## src/rtl/bcd_seg7_scan_pkg.sv

```systemverilog
// bcd_seg7_scan_pkg: scan states, seven-segment glyph table and helpers
package bcd_seg7_scan_pkg;
  typedef enum logic [1:0] {OFF, BLANK, DRIVE} state_t;
  localparam logic [6:0] SEG_OFF  = 7'h00;
  localparam logic [6:0] SEG_DASH = 7'h40;
  // {g,f,e,d,c,b,a} active-high, indexed by nibble; 10..15 render as a dash
  localparam logic [15:0][6:0] GLYPHS = {{6{SEG_DASH}}, 7'h6F, 7'h7F, 7'h07, 7'h7D,
                                          7'h6D, 7'h66, 7'h4F, 7'h5B, 7'h06, 7'h3F};
  function automatic int max2(input int a, input int b);
    return a > b ? a : b;
  endfunction
endpackage

```

## src/rtl/seg7_decode.sv

```systemverilog
// seg7_decode: nibble to active-high seven-segment glyph
module seg7_decode
  import bcd_seg7_scan_pkg::*;
(
  input  logic [3:0] nib,
  output logic [6:0] glyph
);
  assign glyph = GLYPHS[nib];
endmodule

```

## src/rtl/bcd_seg7_scan.sv

```systemverilog
// bcd_seg7_scan: tear-free four-digit multiplexed seven-segment scanner with blanking gaps
module bcd_seg7_scan
  import bcd_seg7_scan_pkg::*;
#(
  parameter int REFRESH_DIV = 100000,
  parameter int BLANK_CYC   = 16,
  parameter int BLANK_LZ    = 1,
  parameter int ACTIVE_LOW  = 1
) (
  input  logic        clk,
  input  logic        rst,
  input  logic [15:0] bcd_in,
  input  logic        bcd_valid,
  input  logic [3:0]  dp_in,
  input  logic        en,
  output logic [6:0]  seg,
  output logic        dp,
  output logic [3:0]  an,
  output logic        frame
);
  localparam int CW = $clog2(max2(REFRESH_DIV, BLANK_CYC));
  localparam logic AL = ACTIVE_LOW != 0;
  localparam logic LZ = BLANK_LZ != 0;
  state_t state, state_n;
  logic [CW-1:0] cnt, cnt_n;
  logic [1:0] digit, digit_n;
  logic [15:0] sh_bcd, disp, disp_n;
  logic [3:0] sh_dp, disp_dp, disp_dp_n, lz;
  logic [6:0] glyph, seg_n;
  logic load, blanked, dot, on;
  always_comb begin
    state_n = state;
    cnt_n = cnt + 1'b1;
    digit_n = digit;
    if (!en) begin
      state_n = OFF;
      cnt_n = '0;
      digit_n = '0;
    end else if (state == OFF) begin
      state_n = BLANK;
      cnt_n = '0;
      digit_n = '0;
    end else if (state == BLANK && cnt == CW'(BLANK_CYC - 1)) begin
      state_n = DRIVE;
      cnt_n = '0;
    end else if (state == DRIVE && cnt == CW'(REFRESH_DIV - 1)) begin
      state_n = BLANK;
      cnt_n = '0;
      digit_n = digit + 2'd1;
    end
  end
  // frame boundary: entering DRIVE of digit 0; a coincident strobe bypasses the shadow
  assign load      = state_n == DRIVE && state != DRIVE && digit_n == 2'd0;
  assign disp_n    = load ? (bcd_valid ? bcd_in : sh_bcd) : disp;
  assign disp_dp_n = load ? (bcd_valid ? dp_in : sh_dp) : disp_dp;
  assign lz[3] = LZ && disp_n[15:12] == 4'd0;
  assign lz[2] = lz[3] && disp_n[11:8] == 4'd0;
  assign lz[1] = lz[2] && disp_n[7:4] == 4'd0;
  assign lz[0] = 1'b0;
  assign blanked = lz[digit_n];
  assign dot     = disp_dp_n[digit_n];
  assign on      = state_n == DRIVE && (!blanked || dot);
  assign seg_n   = state_n == DRIVE && !blanked ? glyph : SEG_OFF;
  seg7_decode u_dec (.nib(disp_n[{digit_n, 2'b00} +: 4]), .glyph(glyph));
  always_ff @(posedge clk or posedge rst) begin
    if (rst) begin
      state <= OFF;
      cnt <= '0;
      digit <= '0;
      sh_bcd <= '0;
      sh_dp <= '0;
      disp <= '0;
      disp_dp <= '0;
      seg <= {7{AL}};
      dp <= AL;
      an <= {4{AL}};
      frame <= 1'b0;
    end else begin
      state <= state_n;
      cnt <= cnt_n;
      digit <= digit_n;
      if (bcd_valid) begin
        sh_bcd <= bcd_in;
        sh_dp <= dp_in;
      end
      disp <= disp_n;
      disp_dp <= disp_dp_n;
      seg <= seg_n ^ {7{AL}};
      dp <= (on && dot) ^ AL;
      an <= ({3'b000, on} << digit_n) ^ {4{AL}};
      frame <= load;
    end
  end
endmodule

```

## config.mk

```make
export PLATFORM = sky130hd
export DESIGN_NAME = bcd_seg7_scan
export DESIGN_NICKNAME = d
export VERILOG_FILES = /design/src/rtl/bcd_seg7_scan_pkg.sv /design/src/rtl/seg7_decode.sv /design/src/rtl/bcd_seg7_scan.sv
export SDC_FILE = /design/constraint.sdc
export NUM_CORES = 1
export LEC_CHECK = 0
export BUFFER_PORTS_ARGS = -buffer_cell sky130_fd_sc_hd__buf_2
export CAP_MARGIN = 40
export CORE_ASPECT_RATIO = 1.5
export CORE_UTILIZATION = 30
export CTS_CLUSTER_DIAMETER = 80
export CTS_CLUSTER_SIZE = 8
export DETAILED_ROUTE_END_ITERATION = 10
export GPL_TIMING_DRIVEN = 0
export PLACE_DENSITY = 0.5
export SYNTH_ARGS = -nofsm -noshare
export SYNTH_HDL_FRONTEND = slang
export SYNTH_SLANG_ARGS = --single-unit
```

## constraint.sdc

```tcl
create_clock -name clk -period 3.7 [get_ports clk]
set_clock_uncertainty 0.05 [all_clocks]
set_input_delay 1.11 -clock clk [delete_from_list [all_inputs] [get_ports clk]]
set_output_delay 1.11 -clock clk [all_outputs]
set_load 0.01 [all_outputs]
```

---- Word level (Yosys, flattened, before mapping) ----
Memory sizes are Yosys's and may differ from the RTL's.
Cells that the tools add are included.
W data, S select, Z words.
operators by class
  multiplexer cells ....................... 22
  bitwise logic cells ..................... 3
  equal/unequal tests ..................... 6
  shift operators ......................... 2
  magnitude comparators ................... 2
  add/sub/neg operators ................... 2
  reductions and logical operators ........ 16
operators with widths
  kind                     count
  $mux W17                 4
  $mux W16                 2
  $add A17 B1 Y17 const B  1
  $eq A17 B17 Y1 const B   1
  $eq A17 B4 Y1 const B    1
  $mux W2                  8
  $shiftx A16 B5 Y4        1
  $mux W7                  2
  $logic_not A4 Y1         3
  $logic_and A1 B1 Y1      9
  $mux W4                  2
  $not A7 Y7               1
  $lt A4 B5 Y1 const B     1
  $bmux W1 S2              2
  $eq A2 B2 Y1 const B     2
  $logic_not A2 Y1         2
  $not A4 Y4               1
  $shl A1 B2 Y4            1
  $lt A2 B3 Y1 const B     1
  $add A2 B1 Y2 const B    1
  $eq A2 B1 Y1 const B     1
  $mux W1                  2
  $ne A2 B2 Y1 const B     1
  $logic_not A1 Y1         1
  2 further kinds          2
storage, ports and cells
  memories ................................ 1
  memory bits (read-only) ................. 112
  register bits ........................... 74
  input port bits ......................... 24
  word-level logic and storage cells ...... 65
memories
  name              depth  bits a word  read ports  clocked after Yosys merged registers in  write ports  RTL line          RTL
  (name not given)  16     7            1           0                                        0            seg7_decode.sv:8  assign glyph = GLYPHS[nib];

---- Logic depth before layout (Yosys ltp) ----
Gate-level depths: netlist (run 1).
  depth in word-level cells ............... 20
  depth in mapped cells ................... 16

---- Hierarchy ----
Synthesis (run 1) repeated with hierarchy kept, for this count alone.
second synthesis, totals
  cells, all modules ...................... 309
  area, all modules ....................... 3691.0 µm²
modules (own cells, without submodules)
  module         cells each  instances  sequential area each (µm²)  area each (µm²)
  bcd_seg7_scan  280         1          1866.8                      3463.3
  seg7_decode    29          1          0.0                         227.7

---- Worst setup path after synthesis (run 1) ----
Ideal clock, no wire load.
  kind .................................... input -> register
  start ................................... input bcd_valid
  end ..................................... register seg[3]
  arrival time ............................ 3363 ps
  path slack .............................. 189 ps
  path buffers ............................ 2
  stages on the path ...................... 10
  library setup time ...................... 98 ps
  path through ............................ clkbuf_1 > buf_2 > mux2_2 > nand2_1 > nand2_1 > mux2_2 > mux2i_1 > ha_1 > and2_1 > o311ai_1
RTL lines
  item                                                    RTL line             RTL
  from (decl)                                             bcd_seg7_scan.sv:13  input logic bcd_valid,
  $mux W16 (*)                                            --
  $mux W16 (*)                                            bcd_seg7_scan.sv:54  assign disp_n = load ? (bcd_valid ? bcd_in : sh_bcd) : disp;
  via disp_n[4]                                           bcd_seg7_scan.sv:27  logic [15:0] sh_bcd, disp, disp_n;
  branches (longest 6 deep; another with $mem_v2 Z16 W7)  --
  $mux W7 (*)                                             bcd_seg7_scan.sv:63  assign seg_n = state_n == DRIVE && !blanked ? glyph : SEG_OFF;
  $not A7 Y7 (no line) (*)                                --
  to (signal assigned)                                    bcd_seg7_scan.sv:74  seg <= {7{AL}};
  to (signal assigned)                                    bcd_seg7_scan.sv:88  seg <= seg_n ^ {7{AL}};
  to (decl)                                               bcd_seg7_scan.sv:16  output logic [6:0] seg,
Mark *: on every way through the listed nets, which the timed path passes. The select of a mux whose other input is x is not followed.

---- Final worst setup path (run 1) ----
  start ................................... register cnt[5]
  end ..................................... register seg[3]
on the way
  cells in the longest elaborated chain, start to end .. 19
ends and longest elaborated chain
  item                                                     RTL line             RTL
  from (decl)                                              bcd_seg7_scan.sv:25  logic [CW-1:0] cnt, cnt_n;
  from (signal assigned)                                   bcd_seg7_scan.sv:80  cnt <= cnt_n;
  branches (longest 17 deep; another with $mem_v2 Z16 W7)  --
  $mux W7 (*)                                              bcd_seg7_scan.sv:63
  $not A7 Y7 (no line) (*)                                 --
Mark *: on every way between the ends. The select of a mux whose other input is x is not followed.

==> results.md, run 1 <==
- RePlAce Congestion: 0.771
- Seq/Total Area, Yosys: about half
- FILL cells: about 1,200
- Hold Violations, Final: 0
- Share of cells above drive strength 1: a little under a third
- Count of yosys warnings during synthesis: 0
- Top post-synthesis cells by count: dfrtp_1, nand2_1, nor2_1
- Routed wire length: 8110 um
- Pin count of the biggest net entering global routing: 39
- Fin. max-slew vios: 0
- Critical path arrival: approximately 3.6 ns
- Hold Buf Count CTS: 0
- Crit-path cells: nor4_4, nand3_2, nor3b_2, mux2_2, a32oi_1, o221a_4, ha_1, and2_1, o311ai_1
- Starting Density: between 30% and 40%
- CTS Buf Count: 9
- Fin nets: approximately 410
- CTS Sinks: 74
- Largest cells by area after synthesis: dfrtp_1, dfstp_2, mux2_2, nand2_1, mux2i_1
- Num rows: between 40 and 50
- CP max FO: 7
- Final setup fails: 0
- Mapped Avg Cell Area: 11.0 um^2
- Outcome: completed
- CP max-delay cell: nor3b_2
- Fmax: 290 MHz
- Root buf cell: clkbuf_16
- Storage cell area: ~1900 um^2
- Reg2reg setup slack: about 0.25 ns
- Hold Crit Class: register to register
- Mapped Area: 3670 um^2
- Clk_lat worst skew: around 0.34 ns
- Die width: ~92 um
- Synth Area in Adders: 2.05%
- Avg WL per Cell: around 15 um
- Worst-case vdd ir drop: 0.221 mV
- Maxcap violations: 0
- RSZ-0062 raised after global routing: false
- Worst setup SP type: register
- Count leader, synth: dfrtp_1
- Initial antenna violation count: 0
- Post-route minimum period: around 3.5 ns
- IO buf count: 36
- Headroom to the max-slew limit: between 50% and 60%
- Antenna Nets Post-Route: 0
- Hold Slack: around 0.42 ns
- P_leak: between 1.5 and 2 nW
- CTS tree: done
- P&R area growth vs syn: 21.8%
- TritonRoute pass-1 iters: 5
- Req. time, crit path: 3.89 ns
- Syn nets: around 360
- Netlist cell types: between 60 and 70
- CP Class: register to register
- 1st-iter DRT viols: 87
- Syn Inst Count: 332
- Final Core Density: 37.4%
- Power after layout: around 2.0 mW
- Vias: around 2,600
- Slew @ Worst Pin: ~0.63 ns
- Die area: ~13,000 um^2
- Synth area leader: dfrtp_1
- Core area: around 12,000 um^2
- Post-synth top area share: between 40% and 50%
- Ys async rst share: 100%
- Pwr Density: ~450 nW/um^2
- Congestion Overflow GR: 0
- Total track usage: between 10% and 20%
- Dpl hpwl: 6100 um
- CTS H-tree lvls: 3
- Most used DFF post-synth: dfrtp_1
- Synth Register Bits: 74
- Tcrit/Tclk final: approximately 93%
- Vias in the first global route: around 2,700
- Clock slew at reported path FFs: ~0.06 ns
- Multi-input gate area: 1670 um^2
- Clock buffer depth: 2
- Post-Synth XOR/XNOR Area: around 3.3%
- Fraction of the mapped netlist area in simple logic gates: 16.5%
- CP Capture Type: register
- Worst path max stage delay: 0.60 ns
- Vert. Die Dim: ~140 um
- Compound-gate portion of the synthesized area: a little over an eighth
- Remaining DRCs: 0
- Ant diodes: 0
- First-pass GRT wire length: 13,600 um
- Largest family of logic cells by synthesized area: simple AND/OR/NAND/NOR gates
- Post-cts repair resize count: 0
- Post-synthesis mux area share: about a tenth
- Via-to-Cell Ratio: roughly 4.8
- IO Count: 37
- Number of synthesized flops with an enable pin: 0
==> flip-flops by register name, summed over array words and instances (netlist names) <==
| name | count |
|---|---|
| cnt | 17 |
| state | 2 |
| sh_bcd | 16 |
| an | 4 |
| dp | 1 |
| sh_dp | 4 |
| digit | 2 |
| seg | 7 |
| frame | 1 |
| disp_dp | 4 |
| disp | 16 |
==> power by group <==
group | leakage, nW | switching, mW | internal [mW]
Sequential | 0.939 | 0.00654 | 0.833
Clock | 0.180 | 0.333 | 0.744
Combinational | 0.863 | 0.0570 | 0.0374
==> cell type report <==
cell class | instances | area share [%]
Buffer | 8 | 0.840
Clock buffer | 11 | 5.43
Clock inverter | 5 | 2.80
Inverter | 21 | 1.99
Multi-Input combinational cell | 228 | 37.5
Sequential cell | 74 | 41.8
Tap cell | 153 | 4.28
Timing Repair Buffer | 41 | 5.43
==> through the flow <==
| stage | setup TNS, ns | std cells | setup WS, ns | area [um^2] |
|---|---|---|---|---|
| final | 0 | 541 | 0.247 | 4470 |
| after global routing | 0 | 541 | 0.0290 | 4470 |
| after CTS | 0 | 538 | 0.0369 | 4450 |
| after detailed placement | -2.01 | 523 | -0.511 | 4080 |
| after global placement | -16.51 | 521 | -0.459 | 4040 |
| after floorplan | 0 | 332 | 0.189 | 3670 |
==> timing repair <==
item | in CTS | in global routing
endpoints found under the setup margin | 1 | 2
pin swaps | 0 | 1
buffers inserted | 0 | 3
cloned | 0 | 0
==> cell families (layout without fill, tap and decap cells) <==
kind of cell | Yosys count | in the layout
xor gates and xnor gates | 14 | 14
DFF | 74 | 74
buffers and inverters | 30 | 86
AOI/OAI and AO/OA | 56 | 56
muxes | 34 | 34
and+or+nand+nor | 118 | 118
adders and majority gates | 6 | 6
==> per-layer routing <==
layer  wire length [um]  track usage (%)  up-vias
met5                  0                0        -
met4                298             7.90        0
met1               3200             15.1     1262
li1                   -                -     1267
met2               4370             25.8       40
met3                242             3.53       20
==> critical path: cells and delay by family (launching register included) <==
| family | cells | cell delay (ns) |
|---|---|---|
| muxes | 1 | 0.43 |
| DFF | 1 | 0.46 |
| AOI/OAI and AO/OA | 3 | 0.83 |
| and+or+nand+nor | 4 | 1.35 |
| adders and majority gates | 1 | 0.24 |
==> final timing paths <==
check / cells after the start / from / endpoint
worst max-delay path: 9 / cnt[5] / seg[3]
worst min-delay path: 2 / disp_dp[1] / disp_dp[1]
worst max register to register: 9 / cnt[5] / seg[3]
worst min register to register: 2 / disp_dp[1] / disp_dp[1]
max in group asynchronous: 3 / rst / seg[5]
min in group asynchronous: 3 / rst / cnt[15]
==> placed cells by master (no fill, tap or decap), types with 3 or more instances in the layout <==
master,count
nor3_1,3
o21a_1,4
dfrtp_1,62
clkbuf_16,9
o21ai_0,5
xor2_1,8
nand2_1,39
and2_1,4
buf_4,4
inv_1,18
clkbuf_1,5
mux2i_1,13
mux2_2,18
o311ai_1,3
xnor2_1,6
bufinv_16,4
a21oi_1,6
o211ai_1,9
buf_2,39
dfstp_2,12
nor2_1,32
nand3_1,9
ha_1,6
nand4_1,4
o21ai_1,6
and3_1,5
Power figures use the tool's default switching activity.
==> run 2, diff against run 1 <==
--- a/config.mk
+++ b/config.mk
@@ -8,12 +8,14 @@
 export BUFFER_PORTS_ARGS = -buffer_cell sky130_fd_sc_hd__buf_2
 export CAP_MARGIN = 40
 export CORE_ASPECT_RATIO = 1.5
+export CORE_MARGIN = 2
 export CORE_UTILIZATION = 30
 export CTS_CLUSTER_DIAMETER = 80
 export CTS_CLUSTER_SIZE = 8
 export DETAILED_ROUTE_END_ITERATION = 10
-export GPL_TIMING_DRIVEN = 0
+export GPL_TIMING_DRIVEN = 1
 export PLACE_DENSITY = 0.5
 export SYNTH_ARGS = -nofsm -noshare
 export SYNTH_HDL_FRONTEND = slang
+export SYNTH_HIERARCHICAL = 1
 export SYNTH_SLANG_ARGS = --single-unit
==> run 2 against run 1 <==
Core utilization down 1.3 points; wire length grew 0.11%; via count is 3.4% lower; sequential power barely moved; combinational power is 3.9% lower; sequential share of layout area up 1.2 points; worst hold slack better by 0.021 ns; sequential cell count unchanged; largest power group is now registers.
==> results.md, run 2 <==
- Worst-case vdd ir drop: around 0.21 mV
- Fraction of the mapped netlist area in simple logic gates: approximately 16%
- Vias: ~2,500
- Inst Count DP: between 500 and 600
- Pwr Density: approximately 390 nW/um^2
- Mapped Avg Cell Area: between 10 and 15 um^2
- Hold Violations, Final: 0
- Largest family of logic cells by synthesized area: simple AND/OR/NAND/NOR gates
- CTS Buf Count: 9
- Biggest regs: cnt x17, disp x16, sh_bcd x16
- Post-synth top area share: ~42%
- Postcts setup bufs: 0
- Ys async rst share: between 90% and 100%
- Most used DFF post-synth: dfrtp_1
- Maxcap violations: 0
- Post-route minimum period: between 3 and 4 ns
- Storage cell area: around 1900 um^2
- Congestion Overflow GR: 0
- Power after layout: between 1.5 and 2 mW
- Clock buffer depth: 2
- TritonRoute pass-1 iters: 4
- Commonest non-fill, non-tap cell in the layout: dfrtp_1
- FILL cells: ~1,200
- Fmax: around 300 MHz
- IO buf count: 36
- CP Class: register to register
- Fin. max-slew vios: 0
- Req. time, crit path: 3.89 ns
- Netlist cell types: 61
- Count of yosys warnings during synthesis: 6
- CTS tree: done
- Tcrit/Tclk final: about nine tenths
- Core area: about 12,000 um^2
- CTS H-tree lvls: 3
- First-pass GRT wire length: 13,300 um
- Compound-gate portion of the synthesized area: slightly below 10%
- Avg WL per Cell: between 15 and 20 um
- 1st-iter DRT viols: 59
- CTS Sinks: 74
- Fin cells: between 500 and 600
- Mapped Area: roughly 3700 um^2
- GR Util met3: 4.01%
- Synth area leader: dfrtp_1
- Critical path arrival: about 3.5 ns
- Post-synthesis mux area share: between 10% and 20%
- CP max FO: 10
- Fin nets: a little under 400
- Die area: roughly 13,000 um^2
- Worst setup SP type: register
- Pin count of the biggest net entering global routing: 27
- Hold Crit Class: register to register
- Largest register by flop count: cnt
- Slew @ Worst Pin: between 0.7 and 0.8 ns
- Met1 usage: 13.5%
- Synth Area in Adders: under 10%
- Syn nets: between 300 and 400
- Via-to-Cell Ratio: between 4 and 5
- RePlAce Congestion: just under 0.9
- Final Core Density: 36.1%
- Max FFs per register: 17
- Headroom to the max-slew limit: slightly above 50%
- IO Count: 37
- Multi-input gate area: approximately 1700 um^2
- CP Capture Type: register
- Initial antenna violation count: 0
- Post-Synth XOR/XNOR Area: under 10%
- Setup tns final: 0 ns
- Ant diodes: 0
- Seq/Total Area, Yosys: roughly 51%
- Synth Register Bits: 74
- Antenna Nets Post-Route: 0
- P&R area growth vs syn: 17.6%
- Vias in the first global route: about 2,700
- Most frequent cells in the layout: dfrtp_1, mux2_2, buf_2, nor2_1, nand3_1
- Vert. Die Dim: 140 um
- Starting Density: 30.7%
- Grt peak-use layer: met2
- Hold Buf Count CTS: 0
- Clock slew at reported path FFs: around 0.05 ns
- Number of synthesized flops with an enable pin: 0
- Remaining DRCs: 0
- Count leader, synth: dfrtp_1
- Total track usage: a little over an eighth
- Met2 usage: between 20% and 30%
- Final setup fails: 0
- Share of cells above drive strength 1: between 30% and 40%
- P_leak: 1.89 nW
- Outcome: completed
- Largest cells by area after synthesis: dfrtp_1, mux2_2, dfstp_2, nor2_1, ha_1
- RSZ-0062 raised after global routing: false
- Syn Inst Count: around 310
- Root buf cell: clkbuf_16
- Top post-synthesis cells by count: dfrtp_1, mux2_2, nor2_1
- Die width: 94.6 um
- Routed wire length: slightly above 8000 um
- Dpl hpwl: about 6400 um
- Clk_lat worst skew: about 0.34 ns
- Post-cts repair resize count: 0
- Num rows: 49
==> run 2: cell types whose count changed in the layout (fill, tap and decap cells not counted), sizes merged, moves of 7 or more <==
cell	change
inv	-10
o211ai	-9
mux2	+25
nand2	-28
buf	+7
mux2i	-14
==> run 2: per-stage QoR <==
step	cell area (um^2)	setup slack, ns	hold WS, ns
finish	4340	0.365	0.440
detailed placement	4090	0.0569	0.432
global placement	4090	0.0748	0.430
global route	4340	0.169	0.458
CTS	4340	0.336	0.440
floorplan	3690	0.114	0.398
==> run 2: kinds of logic (layout without fill, tap and decap cells) <==
kind of cell               Yosys count  in the layout
and+or+nand+nor                    102            102
DFF                                 74             74
muxes                               44             44
AOI/OAI and AO/OA                   43             43
buffers and inverters               24             77
xor gates and xnor gates            15             15
adders and majority gates            7              7
==> run 2: layer usage <==
metal	routed length (um)	vias up
met1	3060	1245
li1	-	1211
met3	263	12
met5	0	-
met2	4640	32
met4	158	0
==> run 2: critical path, stage by stage, from the launching register on <==
cell and delay (ns):
dfrtp_1 0.39, ha_1 0.20, and3_1 0.30, nand4_2 0.22, nor3_4 0.27, buf_12 0.16, mux2_2 0.34, mux2_2 0.26
a221o_1 0.34, ha_1 0.21, mux2_2 0.27, o22ai_1 0.15, nand3_1 0.09
==> run 2: report_power, final <==
part	switching (mW)	total, mW	internal [mW]
registers	0.00612	0.840	0.834
clock network	0.300	0.765	0.465
logic	0.0505	0.0907	0.0402
total	0.357	1.70	1.34
==> run 2: layout make-up <==
type	count	area share [%]
inverters	11	0.951
multi-input cells	211	38.6
well taps	153	4.41
flip-flops and latches	74	43.0
repair buffers	52	7.20
clock buffers	14	5.85
==> run 2: path summary, 6_finish.rpt <==
kind	startpoint	end	slack, ns	cells after the start
setup / recovery	cnt[0]	seg[0]	0.37	12
hold / removal	cnt[0]	cnt[0]	0.44	1
max in group asynchronous	rst	an[3]	2.04	3
min in group asynchronous	rst	disp[9]	0.77	2
setup reg to reg	cnt[0]	seg[0]	0.37	12
hold reg to reg	cnt[0]	cnt[0]	0.44	1
